==> config.mk <==
export PLATFORM = sky130hd
export DESIGN_NAME = bus_dual_arbiter_flat
export DESIGN_NICKNAME = d
export VERILOG_FILES = /design/src/rtl/bus_dual_arbiter_if.sv /design/src/rtl/bus_dual_arbiter.sv /design/src/flat_wrapper.sv
export SDC_FILE = /design/constraint.sdc
export NUM_CORES = 1
export LEC_CHECK = 0
export CORE_MARGIN = 3
export CORE_UTILIZATION = 40
export DETAILED_ROUTE_END_ITERATION = 10
export HOLD_SLACK_MARGIN = 0.06
export PLACE_DENSITY = 0.63
export SLEW_MARGIN = 20
export SYNTH_ARGS = -nofsm -noshare
export SYNTH_HDL_FRONTEND = slang
export SYNTH_SLANG_ARGS = --single-unit
==> constraint.sdc <==
create_clock -name clk -period 1.3 [get_ports clk]
set_input_delay 0.26 -clock clk [delete_from_list [all_inputs] [get_ports clk]]
set_output_delay 0.26 -clock clk [all_outputs]
set_load 0.02 [all_outputs]
==> src/rtl/bus_dual_arbiter_if.sv <==
// ----------------------------------------------------------------------------
// bus_dual_arbiter_if
//
// Signal bundle between the two bus initiators, the split-capable target and
// the dual-master arbiter.
//
//   m0_req / m1_req   level requests from the initiator ports
//   m0_grant/m1_grant registered grants back to the initiator ports
//   s_ack             one-cycle pulse: current transaction complete
//   s_split           one-cycle pulse: target split the current transaction
//   split_ready       one-cycle pulse: split target ready to return data
//   split_id          master index that split_ready refers to
//   bus_owner         index of the granted master (holds last value when idle)
//   bus_busy          high while any grant is asserted
//   split_pending     per-master parked-in-split mask
//   timeout_err       one-cycle pulse on watchdog release
//
// Modports:
//   slave  - the arbiter side (consumes requests/strobes, drives grants)
//   master - the initiator/target side (drives requests/strobes)
// ----------------------------------------------------------------------------
interface bus_dual_arbiter_if;
    logic       m0_req;
    logic       m1_req;
    logic       m0_grant;
    logic       m1_grant;
    logic       s_ack;
    logic       s_split;
    logic       split_ready;
    logic       split_id;
    logic       bus_owner;
    logic       bus_busy;
    logic [1:0] split_pending;
    logic       timeout_err;

    modport slave (
        input  m0_req, m1_req, s_ack, s_split, split_ready, split_id,
        output m0_grant, m1_grant, bus_owner, bus_busy, split_pending, timeout_err
    );

    modport master (
        output m0_req, m1_req, s_ack, s_split, split_ready, split_id,
        input  m0_grant, m1_grant, bus_owner, bus_busy, split_pending, timeout_err
    );
endinterface

==> src/rtl/bus_dual_arbiter.sv <==
// ----------------------------------------------------------------------------
// bus_dual_arbiter
//
// Two-master arbiter with split-transaction support. Grants the bus to one
// master at a time, holds the grant for the whole transaction, parks a master
// whose target split the transaction and re-grants it ahead of new requests
// once the target reports readiness. A watchdog reclaims the bus from an
// owner that never sees s_ack/s_split.
//
// Parameters:
//   TIMEOUT_CYCLES  max grant cycles without s_ack/s_split (2..1023)
//
// Ports:
//   clk   bus clock, rising edge
//   rst   asynchronous, active-high reset
//   bus   bus_dual_arbiter_if.slave (requests, grants, target strobes, status)
//
// Build option:
//   ARB_ROUND_ROBIN_EN  defined   -> round-robin between two eligible masters
//                       undefined -> fixed priority, master 0 always wins
// ----------------------------------------------------------------------------
module bus_dual_arbiter #(
    parameter int TIMEOUT_CYCLES = 64
) (
    input  logic                clk,
    input  logic                rst,
    bus_dual_arbiter_if.slave   bus
);

    localparam int              WD_W    = $clog2(TIMEOUT_CYCLES);
    localparam logic [WD_W-1:0] WD_LAST = WD_W'(TIMEOUT_CYCLES - 1);

    typedef enum logic [1:0] {
        IDLE,
        GRANT,
        RELEASE
    } state_t;

    state_t          state_q, state_d;
    logic [1:0]      grant_q, grant_d;
    logic            owner_q, owner_d;
    logic            resume_grant_q, resume_grant_d;  // current grant is a split resume
    logic [WD_W-1:0] wd_q, wd_d;
    logic [1:0]      split_pending_q, split_pending_d;
    logic [1:0]      resume_pending_q, resume_pending_d;
    logic            timeout_err_q, timeout_err_d;
    logic            release_bus;

    logic [1:0]      req;
    logic [1:0]      eligible;
    logic            take_resume;
    logic            take_new;
    logic            resume_sel;
    logic            new_winner;

    assign req         = {bus.m1_req, bus.m0_req};
    // A parked master cannot compete with a fresh request until it is resumed.
    assign eligible    = req & ~split_pending_q;
    assign take_resume = (state_q == IDLE) && (resume_pending_q != 2'b00);
    assign take_new    = (state_q == IDLE) && !take_resume && (eligible != 2'b00);
    // Lowest-index resume bit wins.
    assign resume_sel  = ~resume_pending_q[0];

`ifdef ARB_ROUND_ROBIN_EN
    logic last_winner_q;

    // On a tie the master that lost the previous new-request grant wins;
    // a single eligible master simply wins.
    assign new_winner = (eligible == 2'b11) ? ~last_winner_q : eligible[1];

    always_ff @(posedge clk or posedge rst) begin
        if (rst) begin
            last_winner_q <= 1'b1;
        end else if (take_new) begin
            last_winner_q <= new_winner;
        end
    end
`else
    // Master 0 wins whenever it is eligible.
    assign new_winner = ~eligible[0];
`endif

    // NOTE: every output of this block is assigned a default first, so no
    // path through the case/if tree can leave a value unassigned and infer a latch.
    always_comb begin
        state_d          = state_q;
        grant_d          = grant_q;
        owner_d          = owner_q;
        resume_grant_d   = resume_grant_q;
        wd_d             = '0;
        split_pending_d  = split_pending_q;
        resume_pending_d = resume_pending_q;
        timeout_err_d    = 1'b0;
        release_bus      = 1'b0;

        unique case (state_q)
            IDLE: begin
                if (take_resume) begin
                    grant_d                      = resume_sel ? 2'b10 : 2'b01;
                    owner_d                      = resume_sel;
                    resume_grant_d               = 1'b1;
                    resume_pending_d[resume_sel] = 1'b0;
                    state_d                      = GRANT;
                end else if (take_new) begin
                    grant_d        = new_winner ? 2'b10 : 2'b01;
                    owner_d        = new_winner;
                    resume_grant_d = 1'b0;
                    state_d        = GRANT;
                end
            end

            GRANT: begin
                if (bus.s_ack) begin
                    // Ack beats a simultaneous split: no split is recorded.
                    split_pending_d[owner_q] = 1'b0;
                    release_bus              = 1'b1;
                end else if (bus.s_split) begin
                    split_pending_d[owner_q] = 1'b1;
                    release_bus              = 1'b1;
                end else if (wd_q == WD_LAST) begin
                    timeout_err_d            = 1'b1;
                    split_pending_d[owner_q] = 1'b0;
                    release_bus              = 1'b1;
                end else if (!req[owner_q] && !resume_grant_q) begin
                    // A resumed master keeps the bus regardless of its req
                    // until the target acks, splits again or times out.
                    release_bus = 1'b1;
                end else begin
                    // Release happens at the terminal count, so this never wraps.
                    wd_d = wd_q + WD_W'(1);
                end

                if (release_bus) begin
                    grant_d = 2'b00;
                    state_d = RELEASE;
                end
            end

            RELEASE: begin
                grant_d = 2'b00;
                state_d = IDLE;
            end

            default: begin
                grant_d = 2'b00;
                state_d = IDLE;
            end
        endcase

        // Readiness is only meaningful for a master actually parked in split;
        // accepted in any state and serviced at the next IDLE decision.
        if (bus.split_ready && split_pending_q[bus.split_id]) begin
            resume_pending_d[bus.split_id] = 1'b1;
        end
    end

    // NOTE: state registers use non-blocking assignments so every flop
    // samples the pre-edge values, independent of statement order.
    always_ff @(posedge clk or posedge rst) begin
        if (rst) begin
            state_q          <= IDLE;
            grant_q          <= 2'b00;
            owner_q          <= 1'b0;
            resume_grant_q   <= 1'b0;
            wd_q             <= '0;
            split_pending_q  <= 2'b00;
            resume_pending_q <= 2'b00;
            timeout_err_q    <= 1'b0;
        end else begin
            state_q          <= state_d;
            grant_q          <= grant_d;
            owner_q          <= owner_d;
            resume_grant_q   <= resume_grant_d;
            wd_q             <= wd_d;
            split_pending_q  <= split_pending_d;
            resume_pending_q <= resume_pending_d;
            timeout_err_q    <= timeout_err_d;
        end
    end

    assign bus.m0_grant      = grant_q[0];
    assign bus.m1_grant      = grant_q[1];
    assign bus.bus_owner     = owner_q;
    assign bus.bus_busy      = |grant_q;
    assign bus.split_pending = split_pending_q;
    assign bus.timeout_err   = timeout_err_q;

endmodule

==> src/flat_wrapper.sv <==
// flat-port wrapper written by rule: the top's interface ports become plain ports
module bus_dual_arbiter_flat 
#(
    parameter int TIMEOUT_CYCLES = 64
)
  (clk, rst, bus_m0_req, bus_m1_req, bus_s_ack, bus_s_split, bus_split_ready, bus_split_id, bus_m0_grant, bus_m1_grant, bus_bus_owner, bus_bus_busy, bus_split_pending, bus_timeout_err);
  bus_dual_arbiter_if bus_i ();
  input  logic clk;
  input  logic rst;
  input wire logic [$bits(bus_i.m0_req)-1:0] bus_m0_req;
  input wire logic [$bits(bus_i.m1_req)-1:0] bus_m1_req;
  input wire logic [$bits(bus_i.s_ack)-1:0] bus_s_ack;
  input wire logic [$bits(bus_i.s_split)-1:0] bus_s_split;
  input wire logic [$bits(bus_i.split_ready)-1:0] bus_split_ready;
  input wire logic [$bits(bus_i.split_id)-1:0] bus_split_id;
  output wire logic [$bits(bus_i.m0_grant)-1:0] bus_m0_grant;
  output wire logic [$bits(bus_i.m1_grant)-1:0] bus_m1_grant;
  output wire logic [$bits(bus_i.bus_owner)-1:0] bus_bus_owner;
  output wire logic [$bits(bus_i.bus_busy)-1:0] bus_bus_busy;
  output wire logic [$bits(bus_i.split_pending)-1:0] bus_split_pending;
  output wire logic [$bits(bus_i.timeout_err)-1:0] bus_timeout_err;
  assign bus_i.m0_req = bus_m0_req;
  assign bus_i.m1_req = bus_m1_req;
  assign bus_i.s_ack = bus_s_ack;
  assign bus_i.s_split = bus_s_split;
  assign bus_i.split_ready = bus_split_ready;
  assign bus_i.split_id = bus_split_id;
  assign bus_m0_grant = bus_i.m0_grant;
  assign bus_m1_grant = bus_i.m1_grant;
  assign bus_bus_owner = bus_i.bus_owner;
  assign bus_bus_busy = bus_i.bus_busy;
  assign bus_split_pending = bus_i.split_pending;
  assign bus_timeout_err = bus_i.timeout_err;
  bus_dual_arbiter #(.TIMEOUT_CYCLES(TIMEOUT_CYCLES)) u_core (.clk(clk), .rst(rst), .bus(bus_i));
endmodule
==> impl_metrics.yaml, run 1 <==
outcome:
  status: "finished, violations left"
  violations: "setup timing"
timing:
  finClkSkew_ps: 9.449
  max_freq_mhz: 745.4
  finalCritPeriodShare_pct: 103.2
  hold_slack_ps: 268.3
  tns_ps: -52.99
  setup_viol: 2
  slew_violations: 0
  max-slew-margin-rel_pct: 73.82
  tightest_slew_ps: 387.7
  rsz0062_at_grt: "yes"
  fin_crit_ps: 1342
  setup_ws_ps: -41.57
  hold_violations: 0
yosys:
  synth_area_um2: 829.5
  ys_warn_count: 0
  yosysTopAreaCell: "dfrtp_1"
  synth_cell_types: 28
  synth-main-ff-cell: "dfrtp_1"
  synthTopCellsByCount: "dfrtp_1, nor2_1, nand2_1, o21ai_0"
  avgSynthCellArea_um2: 10.24
  synth.most_common_cell: "dfrtp_1"
  synth_edf_count: 0
  ys_async_sr_fraction_pct: 100.0
  synth_fp_nets: 90
  yosys_register_bits: 17
  synth_top_cell_area_share_pct: 51.28
  ys_seq_area_share_pct: 51.28
  synthTopCellsByArea: "dfrtp_1, nor2_1, o21ai_0"
  syn_inst: 81
critical_path:
  worst_ep_arrival_time_ps: 1530
  critPathKind: "reg2reg"
  cp-start-kind: "flop"
  crit_required_ps: 1490
  cp_slowest_stage_delay_ps: 440
  path_max_fanout: 4
  endpoint_kind: "flop"
  critical_path.slowest_cell: "dfrtp_2"
  path_cells: "mux2_4, o21ai_4, nor2_4, a211o_1"
route:
  wire_per_inst_um: 13.09
  ant_nets: 0
  drc_errors: 0
  drt_iter0_markers: 11
  drt_wl_total_um: 1807
  via_per_inst: 4.913
  via_count: 678
  dr.pass1.iters: 4
power:
  power_density_mw_per_mm2: 1808
  p_leak_nw: 0.5629
  finalPower_mw: 2.060
  ir_drop_mv: 1.194
global_routing:
  grt-ovfl-total: 0
  antenna_found_initial: 0
  grt_pass1_wl_um: 3105
  grt_pass1_vias: 648
  grt_max_degree: 18
  track_usage_pct: 15.69
clock_tree:
  cts_buffers: 3
  clock_latency_ps: 290
  cts_root_buf: "clkbuf_4"
  clk_pin_slew_ps: 100
  clk_path_buf_depth: 2
  h-tree-depth: 1
  cts_tree: "done"
  cts.sinks: 17
  hold_buffers: 0
floorplanning:
  die_height_um: 51.54
  placementRows: 15
  die-area_mm2: 0.002656
  start_util_pct: 45.10
  die_x_um: 51.54
  io_pins: 15
  coreArea_mm2: 0.001839
finish:
  layout-drive-gt1-share_pct: 32.74
  n_antenna_cell: 0
  utilization_pct: 61.97
  finalInstanceArea_mm2: 0.001140
  layout.nets: 123
  n_fill_cell: 176
  syn_to_final_growth_pct: 37.41
placed_design:
  hpwlAfterDp_um: 1405
  port_buffers: 14
  placed_area_mm2: 0.001100
  place.gp.congestion: 0.7786
run:
  drv_cap: 0
min_path:
  min_path_type: "in2async"
-- cells by family (layout without fill, tap and decap cells) --
family	after synthesis	after routing	share of synthesized area, %
DFF	17	17	51.28
buffers and inverters	4	36	1.809
muxes	1	1	1.809
adders and majority gates	1	1	1.508
AOI/OAI and AO/OA	18	18	14.93
xor gates and xnor gates	4	4	4.224
and+or+nand+nor	36	36	24.44
-- final cells by class --
type	count	area, um2	area share [%]
flip-flops and latches	17	429.2	37.65
multi-input cells	60	410.4	36.00
repair buffers	28	226.5	19.87
well taps	25	31.28	2.744
clock buffers	3	22.52	1.976
inverters	4	15.01	1.317
clock inverters	1	5.005	0.4391
-- report_power, final --
part / internal (mW) / switching [mW]
Combinational: 0.473 / 0.455
Sequential: 0.677 / 0.181
Clock: 0.114 / 0.160
-- cell usage in the layout (no fill, tap or decap), types with 2 or more instances in the layout --
cell type | Yosys | final
a21oi_1 | 4 | 4
a32o_1 | 2 | 2
and2_1 | 2 | 2
buf_2 | 0 | 2
buf_4 | 0 | 14
clkbuf_2 | 0 | 2
clkbuf_4 | 0 | 3
clkdlybuf4s50_1 | 0 | 6
dfrtp_1 | 17 | 14
dfrtp_2 | 0 | 3
dlygate4sd2_1 | 0 | 2
inv_1 | 4 | 4
nand2_1 | 7 | 6
nand2b_1 | 2 | 2
nand3_1 | 3 | 3
nor2_1 | 10 | 8
nor2_2 | 1 | 2
nor2b_1 | 2 | 2
o21ai_0 | 7 | 6
xnor2_1 | 2 | 2
xor2_1 | 2 | 2
-- routing by layer --
layer  track usage (%)  share of wire [%]  wire, um
met2             22.67                 45       819
met5                 0                  0         0
met4             2.620               0.72        13
met1             22.96                 49       890
met3             5.444                4.6        83
-- metrics by stage --
stage | cells | setup WS, ps
detailed placement | 133 | -348.7
global placement | 133 | -320.5
global route | 138 | -75.23
floorplan | 81 | -80.73
CTS | 137 | -88.70
finish | 138 | -41.57
-- what timing repair did --
item / in CTS / in global routing
setup buffers: 0 / 1
pin swaps: 2 / 1
resized for setup: 18 / 15
endpoints found under the setup margin: 9 / 10
gates cloned: 0 / 0
-- critical path, delay by kind of cell, from the launching register on --
kind	cells	cell delay, ps
flops	1	440
compound gates	2	440
mux	1	320
simple gates	1	60
-- final timing paths --
check                                      from                   end  slack (ps)  cells after the start
min                                         rst        u_core.wd_q[3]         270                      3
max in group asynchronous                   rst  u_core.bus.bus_owner         820                      3
min in group clk                      bus_s_ack                  flop         380                      3
max reg2reg                u_core.bus.bus_owner     u_core.grant_q[0]         -40                      4
max                        u_core.bus.bus_owner     u_core.grant_q[0]         -40                      4
min reg2reg                      u_core.wd_q[0]        u_core.wd_q[0]         480                      1
Power figures use the tool's default switching activity.
==> run 2: changes to the inputs <==
--- a/config.mk
+++ b/config.mk
@@ -5,6 +5,7 @@
 export SDC_FILE = /design/constraint.sdc
 export NUM_CORES = 1
 export LEC_CHECK = 0
+export CAP_MARGIN = 30
 export CORE_MARGIN = 3
 export CORE_UTILIZATION = 40
 export DETAILED_ROUTE_END_ITERATION = 10
==> results of run 2 <==
No change in the layout: final DEF, timing and power equal those of run 1.
==> run 3: changes to the inputs <==
--- a/config.mk
+++ b/config.mk
@@ -5,7 +5,6 @@
 export SDC_FILE = /design/constraint.sdc
 export NUM_CORES = 1
 export LEC_CHECK = 0
-export CAP_MARGIN = 30
 export CORE_MARGIN = 3
 export CORE_UTILIZATION = 40
 export DETAILED_ROUTE_END_ITERATION = 10
==> results of run 3 <==
No change in the layout: final DEF, timing and power equal those of run 1.
